$ cat src/rtl/autocat_waymask_applier_pkg.sv
// Shared constants and FSM encoding for the autocat way-mask applier.
package autocat_waymask_applier_pkg;

   localparam int DEFAULT_NUM_WAY         = 16;
   localparam int DEFAULT_NUM_SET         = 64;
   localparam int DEFAULT_SET_INDEX_WIDTH = 6;
   localparam int DEFAULT_WAY_INDEX_WIDTH = 4;

   typedef enum logic [1:0] {
      ST_IDLE   = 2'd0,
      ST_DRAIN  = 2'd1,
      ST_FLUSH  = 2'd2,
      ST_COMMIT = 2'd3
   } applier_state_t;

endpackage

$ cat src/rtl/autocat_first_set.sv
// Lowest-set-bit finder: one-hot, binary index and any-set flag of a vector.
module autocat_first_set #(
   parameter int WIDTH       = 16,
   parameter int INDEX_WIDTH = 4
) (
   input  logic [WIDTH-1:0]       vec,
   output logic [WIDTH-1:0]       onehot,
   output logic [INDEX_WIDTH-1:0] index,
   output logic                   any
);

   // Two's-complement trick isolates the lowest set bit; descending scan leaves the lowest index.
   always_comb begin
      onehot = vec & (~vec + WIDTH'(1));
      any    = |vec;
      index  = '0;
      for (int i = WIDTH - 1; i >= 0; i--) begin
         if (vec[i]) begin
            index = INDEX_WIDTH'(i);
         end else begin
            index = index;
         end
      end
   end

endmodule

$ cat src/rtl/autocat_waymask_applier.sv
// Applies autocat's suggested way mask: drain, optional per-set writeback flush, commit.
// Writeback flushing of revoked ways is built only with AUTOCAT_WAYMASK_FLUSH_EN defined.
module autocat_waymask_applier
   import autocat_waymask_applier_pkg::*;
#(
   parameter int NUM_WAY         = DEFAULT_NUM_WAY,
   parameter int NUM_SET         = DEFAULT_NUM_SET,
   parameter int SET_INDEX_WIDTH = DEFAULT_SET_INDEX_WIDTH,
   parameter int WAY_INDEX_WIDTH = DEFAULT_WAY_INDEX_WIDTH
) (
   input  logic                       clk_in,
   input  logic                       reset_in,
   input  logic [NUM_WAY-1:0]         suggested_waymask_in,
   input  logic                       lookup_valid_in,
   input  logic [NUM_WAY-1:0]         lookup_hit_way_in,
   input  logic                       inflight_empty_in,
   input  logic                       flush_ready_in,
   output logic                       access_valid_out,
   output logic [NUM_WAY-1:0]         hit_vec_out,
   output logic [NUM_WAY-1:0]         active_waymask_out,
   output logic                       flush_valid_out,
   output logic [SET_INDEX_WIDTH-1:0] flush_set_out,
   output logic [WAY_INDEX_WIDTH-1:0] flush_way_out,
   output logic                       update_busy_out
);

   applier_state_t       state_r;
   logic [NUM_WAY-1:0]   active_r;
   logic [NUM_WAY-1:0]   pending_r;
   logic [NUM_WAY-1:0]   revoked_r;
   logic [NUM_WAY-1:0]   mask_out_r;
   logic                 busy_r;
   logic                 access_valid_r;
   logic [NUM_WAY-1:0]   hit_vec_r;

`ifdef AUTOCAT_WAYMASK_FLUSH_EN
   localparam logic [SET_INDEX_WIDTH-1:0] SET_LAST = SET_INDEX_WIDTH'(NUM_SET - 1);

   logic [SET_INDEX_WIDTH-1:0] set_r;
   logic [NUM_WAY-1:0]         remain_r;
   logic                       flush_valid_r;
   logic [WAY_INDEX_WIDTH-1:0] flush_way_r;
   logic [NUM_WAY-1:0]         find_vec_s;
   logic [NUM_WAY-1:0]         find_onehot_s;
   logic [WAY_INDEX_WIDTH-1:0] find_idx_s;
   logic                       find_any_s;

   // Next way comes from the rest of this set, or restarts from the full revoked set.
   always_comb begin
      if ((state_r == ST_FLUSH) && (|remain_r)) begin
         find_vec_s = remain_r;
      end else begin
         find_vec_s = revoked_r;
      end
   end

   autocat_first_set #(
      .WIDTH       (NUM_WAY),
      .INDEX_WIDTH (WAY_INDEX_WIDTH)
   ) u_first_set (
      .vec    (find_vec_s),
      .onehot (find_onehot_s),
      .index  (find_idx_s),
      .any    (find_any_s)
   );

   assign flush_valid_out = flush_valid_r;
   assign flush_set_out   = set_r;
   assign flush_way_out   = flush_way_r;
`else
   assign flush_valid_out = 1'b0;
   assign flush_set_out   = '0;
   assign flush_way_out   = '0;
`endif

   // Update FSM with registered active mask and busy flag.
   always_ff @(posedge clk_in) begin
      if (!reset_in) begin
         state_r    <= ST_IDLE;
         active_r   <= '1;
         pending_r  <= '0;
         revoked_r  <= '0;
         mask_out_r <= '1;
         busy_r     <= 1'b0;
`ifdef AUTOCAT_WAYMASK_FLUSH_EN
         set_r         <= '0;
         remain_r      <= '0;
         flush_valid_r <= 1'b0;
         flush_way_r   <= '0;
`endif
      end else begin
         case (state_r)
            ST_IDLE: begin
               if ((suggested_waymask_in != active_r) && (suggested_waymask_in != '0)) begin
                  pending_r  <= suggested_waymask_in;
                  revoked_r  <= active_r & ~suggested_waymask_in;
                  mask_out_r <= active_r & suggested_waymask_in;
                  busy_r     <= 1'b1;
                  state_r    <= ((active_r & ~suggested_waymask_in) == '0) ? ST_COMMIT : ST_DRAIN;
               end else begin
                  mask_out_r <= active_r;
                  busy_r     <= 1'b0;
               end
            end
            ST_DRAIN: begin
`ifdef AUTOCAT_WAYMASK_FLUSH_EN
               if (inflight_empty_in && find_any_s) begin
                  state_r       <= ST_FLUSH;
                  set_r         <= '0;
                  flush_valid_r <= 1'b1;
                  flush_way_r   <= find_idx_s;
                  remain_r      <= revoked_r & ~find_onehot_s;
               end
`else
               if (inflight_empty_in) begin
                  state_r <= ST_COMMIT;
               end
`endif
            end
            ST_FLUSH: begin
`ifdef AUTOCAT_WAYMASK_FLUSH_EN
               if (flush_ready_in) begin
                  if (|remain_r) begin
                     flush_way_r <= find_idx_s;
                     remain_r    <= remain_r & ~find_onehot_s;
                  end else if (set_r == SET_LAST) begin
                     flush_valid_r <= 1'b0;
                     state_r       <= ST_COMMIT;
                  end else begin
                     set_r       <= set_r + SET_INDEX_WIDTH'(1);
                     flush_way_r <= find_idx_s;
                     remain_r    <= revoked_r & ~find_onehot_s;
                  end
               end
`else
               state_r <= ST_COMMIT;
`endif
            end
            ST_COMMIT: begin
               active_r   <= pending_r;
               mask_out_r <= pending_r;
               busy_r     <= 1'b0;
               state_r    <= ST_IDLE;
            end
            default: begin
               state_r    <= ST_IDLE;
               mask_out_r <= active_r;
               busy_r     <= 1'b0;
            end
         endcase
      end
   end

   // Hit report path: one cycle latency, hits outside the partition become misses.
   always_ff @(posedge clk_in) begin
      if (!reset_in) begin
         access_valid_r <= 1'b0;
         hit_vec_r      <= '0;
      end else begin
         access_valid_r <= lookup_valid_in;
         hit_vec_r      <= lookup_valid_in ? (lookup_hit_way_in & mask_out_r) : '0;
      end
   end

   assign access_valid_out   = access_valid_r;
   assign hit_vec_out        = hit_vec_r;
   assign active_waymask_out = mask_out_r;
   assign update_busy_out    = busy_r;

endmodule

$ cat config.mk
export PLATFORM = sky130hd
export DESIGN_NAME = autocat_waymask_applier
export DESIGN_NICKNAME = d
export VERILOG_FILES = /design/src/rtl/autocat_waymask_applier_pkg.sv /design/src/rtl/autocat_first_set.sv /design/src/rtl/autocat_waymask_applier.sv
export SDC_FILE = /design/constraint.sdc
export NUM_CORES = 1
export LEC_CHECK = 0
export BUFFER_PORTS_ARGS = -buffer_cell sky130_fd_sc_hd__buf_2
export CAP_MARGIN = 10
export CORE_MARGIN = 3
export CORE_UTILIZATION = 47
export CTS_BUF_LIST = sky130_fd_sc_hd__clkbuf_8
export DETAILED_ROUTE_END_ITERATION = 7
export PLACE_DENSITY_LB_ADDON = 0.12
export SETUP_SLACK_MARGIN = 0.4
export SLEW_MARGIN = 10
export SYNTH_ARGS = -nofsm -noshare
export SYNTH_HDL_FRONTEND = slang
export SYNTH_SLANG_ARGS = --single-unit
$ cat constraint.sdc
create_clock -name clk_in -period 1.65 [get_ports clk_in]
set_input_delay 0.0825 -clock clk_in [delete_from_list [all_inputs] [get_ports clk_in]]
set_output_delay 0.0825 -clock clk_in [all_outputs]
set_load 0.05 [all_outputs]
# == Yosys cells after proc, flatten, opt, wreduce, memory -nomap -nowiden ==
# Cells that the tools add are included.
# totals
word_cells,33
memories,0
ram_bits,0
output_inout_bits,45
ff_bits,68
rom_bits,0
latch_bits,0
in_bits,37
# classes
shift,0
n_eq_ne,6
n_reduce_logical,8
order_cmp,0
n_bitwise,4
multipliers,0
muxes,8
div,0
n_addsub,0
# op_table
op,count
$and A16 B16 Y16,3
$pmux W16 S2,1
$logic_not A16 Y1,1
$mux W16,1
$ne A16 B16 Y1,1
$not A16 Y16,1
$reduce_bool A16 Y1,1
$pmux W2 S4,1
$mux W2,3
$reduce_and A2 Y1,3
$eq A2 B2 Y1 const B,2
$ne A2 B2 Y1 const B,2
$eq A2 B1 Y1 const B,1
$logic_not A2 Y1,1
$pmux W1 S2,1
$reduce_bool A2 Y1,1
$logic_and A1 B1 Y1,1
$mux W1,1

# == Depth between registers and ports, before layout ==
# Gate-level depths: netlist (run 1).
# logic_depth
depth_word,6
mapped_depth,9

# == Least setup slack after synthesis (run 1) ==
# OpenSTA, ideal clock, no wires.
# synth_timing
path_kind,reg-to-reg
start,register active_r[1]
end,register pending_r[0]
period_less_slack_ns,1.795
arrival_ns,1.679
slack_ns,-0.145
path_stages_with_launch,9
path_cell_list,dfxtp_1 ha_1 nand4_1 nor4_2 nor3b_1 buf_4 buf_6 mux2i_1 nor2b_1
# synth_between
elab_chain_cells,3
# synth_rtl
item,line,text
start: declaration,autocat_waymask_applier.sv:28,logic [NUM_WAY-1:0] active_r;
start signal: assignment,autocat_waymask_applier.sv:140,active_r <= pending_r;
$ne A16 B16 Y1,autocat_waymask_applier.sv:94,if ((suggested_waymask_in != active_r) && (suggested_waymask_in != '0)) begin
$logic_and A1 B1 Y1,autocat_waymask_applier.sv:94,
$reduce_and A2 Y1 (no line),n/a,
end signal: assignment,autocat_waymask_applier.sv:95,pending_r <= suggested_waymask_in;
end: declaration,autocat_waymask_applier.sv:29,logic [NUM_WAY-1:0] pending_r;
# No other way between the ends.
# A chain may end at the register's enable or synchronous reset.

# == Final worst setup path (run 1) ==
# layout_timing
start,register active_r[5]
end,register mask_out_r[3] (netlist: active_waymask_out[3])
# layout_between
elab_chain_cells,4
# layout_rtl
item,line,text
$ne A16 B16 Y1,autocat_waymask_applier.sv:94,
$logic_and A1 B1 Y1,autocat_waymask_applier.sv:94,
$mux W16,autocat_waymask_applier.sv:94,
$pmux W16 S2,autocat_waymask_applier.sv:92,case (state_r)
end signal: assignment,autocat_waymask_applier.sv:97,mask_out_r <= active_r & suggested_waymask_in;
end signal: assignment,autocat_waymask_applier.sv:101,mask_out_r <= active_r;
end signal: assignment,autocat_waymask_applier.sv:141,mask_out_r <= pending_r;
end: declaration,autocat_waymask_applier.sv:31,logic [NUM_WAY-1:0] mask_out_r;
# No other way between the ends.

==> metrics.cfg, run 1 <==
[floorplanning]
start_util_pct=50.1
num_rows=29
io_pins=82
core_area_sq_mm=0.00657
dieArea_sq_mm=0.00804
fp.dieH_um=89.6
die_w_um=89.6

[power]
swShare_pct=34.8
seq_power_share_pct=40.4
powerDensity_mw_per_mm2=1020
p_switching_mw=1.68
power_mw=4.82
peakVddDrop_v=0.000481
comb_power_share_pct=32.0
leakage_nw=2.27
p_int_mw=3.14
power_frac_clock_pct=27.6

[worst_setup_path]
cp-start-kind=flip-flop
critPathCaptureType=flip-flop
slowest_delay_ns=0.34
cp_slowest_cell=dfxtp_2
path_buf_inv=2
cp_max_fo=5
cp_data_arrival_time_ns=2.07
setup.worst_path.class=reg2reg
crit_family=simple AND/OR/NAND/NOR gates
cp.required_ns=1.84
path_cells=ha_4 -> nand4_1 -> nor4_4 -> buf_4 -> nor2_4 -> clkbuf_16 -> mux2i_1 -> o211ai_1

[place]
place_congestion=0.828
placed_cells=531
hpwl_mm=5.66
dpl_worst_slack_ns=-0.216
numPortBuffers=69

[cells_and_area]
layout_commonest_cell=buf_2
layout.nets=543
register_area_sq_mm=0.00138
area_growth_syn_to_layout_pct=43.2
fill_cells=484
final_cells=568
multi_input_area_sq_mm=0.00197
final_cell_mix=buf_2, dfxtp_1, buf_4, mux2i_1
drive_above_1_share_pct=36.6
diodes=0
fin_util_pct=71.7

[timing]
rsz0062_at_grt=yes
worst_slack_ns=-0.232
finalSetupViolCount=34
fmax_ghz=0.531
min_period_ns=1.88
tightest_slew_ns=0.851
finalMaxSlewViolations=0
finalCritPeriodShare_pct=114
hold_violations=0
relSlewSlack_pct=43.2
clock_skew_ns=0.00757
fin_setup_tns_ns=-6.29

[detailed_routing]
remaining_drc_errors=0
first_iter_violations=105
drt-pass1-iter-count=4
wl_mm=8.49
ant_nets=0
drt-vias-per-instance=4.94
wire_per_inst_um=14.9
vias=2807

[flow_run]
max-cap-violations=0

[outcome]
violations=setup timing
outcome=finished, violations left

[global_route]
grt_pass1_vias=2660
grt-ovfl-total=0
antenna_found_initial=0
grt_pass1_wl_mm=13.0
grt_usage_pct=21.5
grt_max_degree=54

[synth]
ys_warn_count=0
yosys.area.top_type=dfxtp_1
netlist_area_sq_mm=0.00329
ys_types=28
synth_cells=346
yosysSeqAreaShare_pct=41.4
syn_area_per_cell_sq_um=9.50
yosysTopAreaCellShare_pct=41.4
ys_ff_latch=68
ys_top_cells_by_area=dfxtp_1, ha_1, mux2i_1

[clock_network]
cts_tree=yes
htree_levels=3
path_clk_slew_ns=0.08
cts_buffers=9
cts-root-buf=clkbuf_8
clk_latency_ns=0.34
clk_path_buf_depth=2
clock_sinks=68

[min_path]
hp-class=in2reg

power by group through the flow:
stage               clock, mW  combinational (mW)  sequential [mW]
floorplan                   0               0.624             2.30
global placement            0                1.42             1.96
detailed placement          0                1.44             1.96
CTS                      1.37                1.51             1.94
global route             1.44                1.65             1.97
finish                   1.33                1.54             1.95
cell families (layout without fill, tap and decap cells):
| family | count (synthesis) | in the layout | share of synthesized area, % |
|---|---|---|---|
| AND/OR/NAND/NOR | 122 | 122 | 20.2 |
| flip-flops | 68 | 68 | 41.4 |
| buffers and inverters | 49 | 168 | 7.42 |
| adder cells (fa/ha/maj) | 36 | 36 | 13.7 |
| AO/OA/AOI/OAI | 36 | 36 | 6.77 |
| multiplexers | 34 | 34 | 10.4 |
| other | 1 | 11 | 0.114 |
path summary, 6_finish.rpt:
kind | from | endpoint | slack, ns | depth (start not counted)
worst max-delay path | active_r[5] | active_waymask_out[3] | -0.23 | 8
worst min-delay path | suggested_waymask_in[11] | pending_r[11] | 0.07 | 3
worst max register to register | active_r[5] | active_waymask_out[3] | -0.23 | 8
worst min register to register | active_waymask_out[7] | hit_vec_out[7] | 0.49 | 1
synthesized netlist by cell type:
cell      number
o31ai_1        1
conb_1         1
nand2_1       19
nand3_1       16
nor4b_1        1
nor4_1         7
o211ai_1      16
mux2i_1       34
and4_1         1
nor3b_1        1
buf_6          2
dfxtp_1       68
clkbuf_1      16
and2_1         1
or2_2          1
nand2b_1      17
nor2b_1       17
and3_1        16
a21oi_1       16
o21ai_0        3
nor2_1        17
and2_0         1
nand4_1        5
nor2_2         1
nor4_2         1
inv_1         19
buf_4         12
ha_1          36
state kept, by name, summed over array words and instances (netlist names):
signal / flops
active_r: 16
state_r: 2
active_waymask_out: 16
hit_vec_out: 16
access_valid_out: 1
update_busy_out: 1
pending_r: 16
worst min-delay path, delay by kind of cell:
kind          cells  cell delay (ns)
mux               1             0.07
buf+inv           1             0.12
simple gates      1             0.09
final cells by class:
cell class / count / share of cell area (%)
multi-input cells: 239 / 41.8
flip-flops and latches: 68 / 29.4
repair buffers: 133 / 20.8
clock buffers: 9 / 2.63
well taps: 93 / 2.47
inverters: 19 / 1.51
clock inverters: 7 / 1.44
per-stage QoR:
step | hold WS, ns | cell area [sq um]
floorplan | 0.235 | 3390
global placement | 0.313 | 4070
detailed placement | 0.318 | 4070
CTS | 0.0537 | 4580
global route | 0.0868 | 4710
finish | 0.0664 | 4710
metal layers:
| metal | up-vias | share of wire [%] | track usage, % |
|---|---|---|---|
| met5 | - | 0 | 0 |
| met4 | 0 | 1.3 | 5.95 |
| met3 | 12 | 5.0 | 4.84 |
| met2 | 75 | 48 | 35.1 |
| met1 | 1306 | 46 | 28.4 |
| li1 | 1414 | - | - |
repair_timing:
item,CTS,global route
gates resized for setup,21,15
setup buffers,3,0
hold buffers,16,0
setup endpoints to repair,38,46
pin swaps,7,11
gates cloned,1,1
endpoints found under the hold margin,16,0
No activity file was read; power rests on OpenSTA's default activity.
==> run 2: changes to the inputs <==
==> constraint.sdc (replaced) <==
create_clock -name clk_in -period 1.65 [get_ports clk_in]
set_input_delay 0.165 -clock clk_in [delete_from_list [all_inputs] [get_ports clk_in]]
set_output_delay 0.165 -clock clk_in [all_outputs]
set_load 0.05 [all_outputs]
==> run 2 against run 1 <==
  * The flow still finishes with violations (setup timing)
  * Hold slack worse by 0.017 ns
  * Final cell count is 2.1% lower
  * First-iteration DRC count is 16% lower
  * Die area stayed put
  * Power is 0.83% higher
  * Cell area is 5.2% lower
  * Global-route usage is 1.0 points lower
  * Clock power is 15% higher
  * Critical endpoint is now pending_r[5]
==> metrics.cfg, run 2 (synthesis gave the netlist of run 1 again) <==
[global_route]
gr-usage-met1_pct=26.6  ; was 28.4%
grt_pass1_wl_mm=12.4  ; was 13.0 mm
grt-ovfl-total=0  ; unchanged
grt_use_met2_pct=33.3  ; was 35.1%
grt.busiest_layer=met2  ; unchanged
grt_pass1_vias=2585  ; was 2,660
antenna_found_initial=0  ; unchanged
grt_usage_pct=20.5  ; was 21.5%
met3_usage_pct=5.75  ; was 4.84%
grt_max_degree=54  ; unchanged

[clock_network]
path_clk_slew_ns=0.08  ; about the same
cts_buffers=9  ; unchanged
cts-root-buf=clkbuf_8  ; unchanged
clock_sinks=68  ; unchanged
cts_tree=yes  ; unchanged
clk_latency_ns=0.34  ; about the same
cts.hold.buffers_added=0  ; was 16
clk_path_buf_depth=2  ; unchanged
htree_levels=3  ; unchanged

[detailed_routing]
first_iter_violations=88  ; was 105
remaining_drc_errors=0  ; unchanged
drt-pass1-iter-count=4  ; unchanged
wire_per_inst_um=13.9  ; was 14.9 um
ant_nets=0  ; unchanged
wl_mm=7.75  ; was 8.49 mm
vias=2731  ; was 2,807
drt-vias-per-instance=4.91  ; was 4.94

[timing]
rsz0062_at_grt=yes  ; unchanged
finalCritPeriodShare_pct=114  ; about the same
min_period_ns=1.88  ; about the same
finalMaxSlewViolations=0  ; unchanged
hold_violations=0  ; unchanged
clock_skew_ns=0.00820  ; was 0.00757 ns
worst_slack_ns=-0.226  ; was -0.232 ns
fin_setup_tns_ns=-5.98  ; was -6.29 ns
finalSetupViolCount=35  ; was 34
tightest_slew_ns=0.851  ; about the same
holdWs_ns=0.0490  ; was 0.0664 ns
fmax_ghz=0.533  ; was 0.531 GHz
relSlewSlack_pct=43.2  ; about the same

[cells_and_area]
final_cells=556  ; was 568
layout_commonest_cell=buf_2  ; unchanged
fin_util_pct=67.9  ; was 71.7%
drive_above_1_share_pct=35.6  ; was 36.6%
register_area_sq_mm=0.00137  ; was 0.00138 sq mm
final_cell_mix=buf_2, dfxtp_1, buf_4, ha_1, mux2i_1  ; was buf_2, dfxtp_1, buf_4, mux2i_1
area_growth_syn_to_layout_pct=35.7  ; was 43.2%
layout.nets=531  ; was 543
diodes=0  ; unchanged
fill_cells=541  ; was 484
multi_input_area_sq_mm=0.00187  ; was 0.00197 sq mm
final_area_sq_mm=0.00446  ; was 0.00471 sq mm

[outcome]
outcome=finished, violations left  ; unchanged
violations=setup timing  ; unchanged

[power]
powerDensity_mw_per_mm2=1090  ; was 1020 mW/mm^2
peakVddDrop_v=0.000788  ; was 0.000481 V
leakage_nw=2.20  ; was 2.27 nW
power_mw=4.86  ; was 4.82 mW

[floorplanning]
io_pins=82  ; unchanged
dieArea_sq_mm=0.00804  ; unchanged
start_util_pct=50.1  ; unchanged
num_rows=29  ; unchanged
fp.dieH_um=89.6  ; unchanged
die_w_um=89.6  ; unchanged
core_area_sq_mm=0.00657  ; unchanged

[worst_setup_path]
cp_data_arrival_time_ns=2.12  ; was 2.07 ns
cp-start-kind=flip-flop  ; unchanged
critPathCaptureType=flip-flop  ; unchanged
setup.worst_path.class=reg2reg  ; unchanged
r2r_slack_ns=-0.23  ; about the same
cp_max_fo=8  ; was 5
cp.required_ns=1.89  ; was 1.84 ns

[place]
numPortBuffers=69  ; unchanged
hpwl_mm=5.70  ; was 5.66 mm
place_congestion=0.802  ; was 0.828
placed_area_sq_mm=0.00405  ; was 0.00407 sq mm
placed_cells=535  ; was 531
dpl_worst_slack_ns=-0.258  ; was -0.216 ns

[min_path]
hp-class=in2reg  ; unchanged

[flow_run]
max-cap-violations=0  ; unchanged

[run 2: cell types whose count changed in the layout (fill, tap and decap cells not counted), sizes merged]
cell,change
buf,+5
inv,+2
bufinv,+1
dlygate4sd3,-16
clkbuf,-1
clkinvlp,+1
clkinv,-4
[run 2: path summary, 6_finish.rpt]
kind | from | end | cells after the start
hold reg to reg | active_waymask_out[7] | hit_vec_out[7] | 1
setup reg to reg | active_r[5] | pending_r[5] | 8
setup / recovery | active_r[5] | pending_r[5] | 8
hold / removal | lookup_hit_way_in[0] | hit_vec_out[0] | 2
[run 2: routing by layer]
layer / share of wire [%] / vias to the layer above / wire length (um)
met2: 47 / 58 / 3650
met5: 0 / - / 0
li1: - / 1386 / -
met4: 0.99 / 0 / 77
met1: 47 / 1280 / 3670
met3: 4.6 / 7 / 355
[run 2: timing repair]
item,4_1_cts,5_1_grt
pin swaps,5,4
gates resized for setup,15,14
setup endpoints to repair,35,43
setup buffers,3,2
[run 2: where the power goes]
group / internal (mW) / switching [mW] / leakage, nW / total [mW]
sequential: 1.82 / 0.108 / 0.559 / 1.93
clock: 0.861 / 0.672 / 0.110 / 1.53
combinational: 0.521 / 0.882 / 1.53 / 1.40
total: 3.20 / 1.66 / 2.20 / 4.86
[run 2: worst max-delay path, stage by stage, from the launching register on]
cell and delay (ns):
dfxtp_2 0.34, ha_4 0.25, nand4_1 0.14, nor4_4 0.41, buf_4 0.19, nor3b_4 0.05
buf_12 0.15, mux2i_2 0.18, nor2b_1 0.06
[run 2: layout make-up]
class | instances | share of cell area, %
clock buffers | 9 | 2.78
clock inverters | 7 | 2.22
inverters | 19 | 1.60
multi-input cells | 239 | 42.0
flip-flops and latches | 68 | 30.8
well taps | 93 | 2.61
repair buffers | 121 | 18.0
==> run 3: changes to the inputs <==
--- a/config.mk
+++ b/config.mk
@@ -17,3 +17,4 @@
 export SYNTH_ARGS = -nofsm -noshare
 export SYNTH_HDL_FRONTEND = slang
 export SYNTH_SLANG_ARGS = --single-unit
+export TNS_END_PERCENT = 10
==> run 3 against run 2 <==
  * The flow still finishes with violations (setup timing)
  * Wire length increased by 2.7%
  * Largest power group unchanged
  * Cell area decreased by 2.2%
  * Via count decreased by 0.73%
  * Flip-flop and latch count unchanged
  * Largest cell class unchanged
  * Final cell count decreased by 0.54%
  * Core utilization decreased by 1.5 points
  * Register-to-register slack improved by 0.03 ns
  * First-iteration DRC count increased by 40%
  * Die area unchanged
==> metrics.cfg, run 3 (synthesis gave the netlist of run 1 again) <==
[place]
numPortBuffers=69  ; unchanged
place_congestion=0.785  ; was 0.802
dpl_worst_slack_ns=-0.231  ; was -0.258 ns
placed_cells=536  ; was 535
hpwl_mm=5.76  ; was 5.70 mm

[floorplanning]
io_pins=82  ; unchanged
num_rows=29  ; unchanged
dieArea_sq_mm=0.00804  ; unchanged
core_area_sq_mm=0.00657  ; unchanged
fp.dieH_um=89.6  ; unchanged
die_w_um=89.6  ; unchanged
start_util_pct=50.1  ; unchanged

[timing]
tightest_slew_ns=0.846  ; was 0.851 ns
holdWs_ns=0.0448  ; was 0.0490 ns
fin_setup_tns_ns=-5.13  ; was -5.98 ns
min_period_ns=1.84  ; was 1.88 ns
relSlewSlack_pct=43.6  ; was 43.2%
rsz0062_at_grt=yes  ; unchanged
finalCritPeriodShare_pct=112  ; was 114%
hold_violations=0  ; unchanged
fmax_ghz=0.543  ; was 0.533 GHz
worst_slack_ns=-0.192  ; was -0.226 ns
finalMaxSlewViolations=0  ; unchanged
clock_skew_ns=0.00947  ; was 0.00820 ns
finalSetupViolCount=35  ; unchanged

[clock_network]
cts_tree=yes  ; unchanged
cts.hold.buffers_added=0  ; unchanged
path_clk_slew_ns=0.07  ; was 0.08 ns
cts_buffers=9  ; unchanged
clk_latency_ns=0.35  ; was 0.34 ns
htree_levels=3  ; unchanged
cts-root-buf=clkbuf_8  ; unchanged
clk_path_buf_depth=2  ; unchanged
clock_sinks=68  ; unchanged

[detailed_routing]
drt-vias-per-instance=4.90  ; was 4.91
drt-pass1-iter-count=4  ; unchanged
first_iter_violations=123  ; was 88
ant_nets=0  ; unchanged
remaining_drc_errors=0  ; unchanged
dr_wl_met3_um=389  ; was 355 um
wl_mm=7.96  ; was 7.75 mm
wire_per_inst_um=14.4  ; was 13.9 um
vias=2711  ; was 2,731
top_layer=met4  ; unchanged
wl_met2_mm=3.74  ; was 3.65 mm
met1_length_mm=3.70  ; was 3.67 mm

[outcome]
outcome=finished, violations left  ; unchanged
violations=setup timing  ; unchanged

[global_route]
grt-ovfl-total=0  ; unchanged
grt_max_degree=54  ; unchanged
grt_usage_pct=20.6  ; was 20.5%
grt_pass1_wl_mm=12.4  ; unchanged
antenna_found_initial=0  ; unchanged
grt_pass1_vias=2671  ; was 2,585

[worst_setup_path]
timing.rr.start=active_r[0]  ; was active_r[5]
cp-start-kind=flip-flop  ; unchanged
cp.required_ns=1.85  ; was 1.89 ns
setup.worst_path.class=reg2reg  ; unchanged
cp_max_fo=11  ; was 8
crit_start=active_r[0]  ; was active_r[5]
critPathCaptureType=flip-flop  ; unchanged
cp_data_arrival_time_ns=2.04  ; was 2.12 ns

[power]
power_mw=4.83  ; was 4.86 mW
powerDensity_mw_per_mm2=1110  ; was 1090 mW/mm^2
p_switching_mw=1.62  ; was 1.66 mW
seq_power_share_pct=39.9  ; was 39.6%
power_frac_clock_pct=31.4  ; was 31.5%
comb_power_share_pct=28.7  ; was 28.9%
p_int_mw=3.20  ; about the same
leakage_nw=2.20  ; about the same
swShare_pct=33.7  ; was 34.2%
peakVddDrop_v=0.000808  ; was 0.000788 V

[cells_and_area]
fill_cells=526  ; was 541
layout.nets=528  ; was 531
layout_commonest_cell=buf_2  ; unchanged
final_cell_mix=buf_2, dfxtp_1, buf_4, mux2i_1, ha_1  ; was buf_2, dfxtp_1, buf_4, ha_1, mux2i_1
diodes=0  ; unchanged
drive_above_1_share_pct=32.8  ; was 35.6%
final_cells=553  ; was 556
area_growth_syn_to_layout_pct=32.7  ; was 35.7%

[min_path]
hp-class=in2reg  ; unchanged
hold_start=lookup_hit_way_in[10]  ; was lookup_hit_way_in[0]

[flow_run]
max-cap-violations=0  ; unchanged

[run 3: cell count changes in the layout (fill, tap and decap cells not counted), sizes merged]
cell | before | now
clkinv | 2 | 1
clkbuf | 9 | 10
buf | 121 | 118
[run 3: final timing paths]
check,to,slack (ns),cells past startpoint
setup reg to reg,active_waymask_out[7],-0.19,7
hold / removal,hit_vec_out[10],0.04,2
setup / recovery,active_waymask_out[7],-0.19,7
hold reg to reg,hit_vec_out[9],0.49,1
[run 3: power groups by stage]
stage | clock network (mW) | logic [mW] | registers [mW]
final | 1.52 | 1.39 | 1.92
after global routing | 1.63 | 1.51 | 1.95
after CTS | 1.54 | 1.38 | 1.92
after detailed placement | 0 | 1.36 | 1.96
after global placement | 0 | 1.34 | 1.95
after floorplan | 0 | 0.587 | 2.30
[run 3: final cells by class]
type                            count  area [sq um]  area share, %
Clock buffer                       10           138           3.15
Clock inverter                      6          80.1           1.83
Inverter                           19          71.3           1.63
Multi-Input combinational cell    239          1820           41.8
Sequential cell                    68          1370           31.4
Tap cell                           93           116           2.67
Timing Repair Buffer              118           767           17.6
[run 3: what timing repair did]
action,4_1_cts,5_1_grt
cloned,0,0
gates resized for setup,11,7
pin swaps,3,4
setup buffers,1,0
setup endpoints to repair,46,43
[run 3: metal layers]
layer	GRT usage, %	vias to the layer above
li1	-	1377
met1	26.2	1255
met2	32.7	70
met3	5.66	9
met4	9.07	0
met5	0	-
[run 3: metrics by stage]
step           util [%]  instance area (sq um)
6_report           66.5                   4360
5_1_grt            66.5                   4360
4_1_cts            65.5                   4300
3_5_place_dp       61.6                   4040
3_3_place_gp       61.6                   4040
2_1_floorplan         -                   3360
[run 3: critical path, cell delays in order (launching register included)]
cell,delay [ns]
dfxtp_2,0.35
ha_4,0.26
nand4_1,0.15
nor4_4,0.41
nor2_2,0.10
buf_12,0.17
mux2i_1,0.17
o211ai_1,0.09
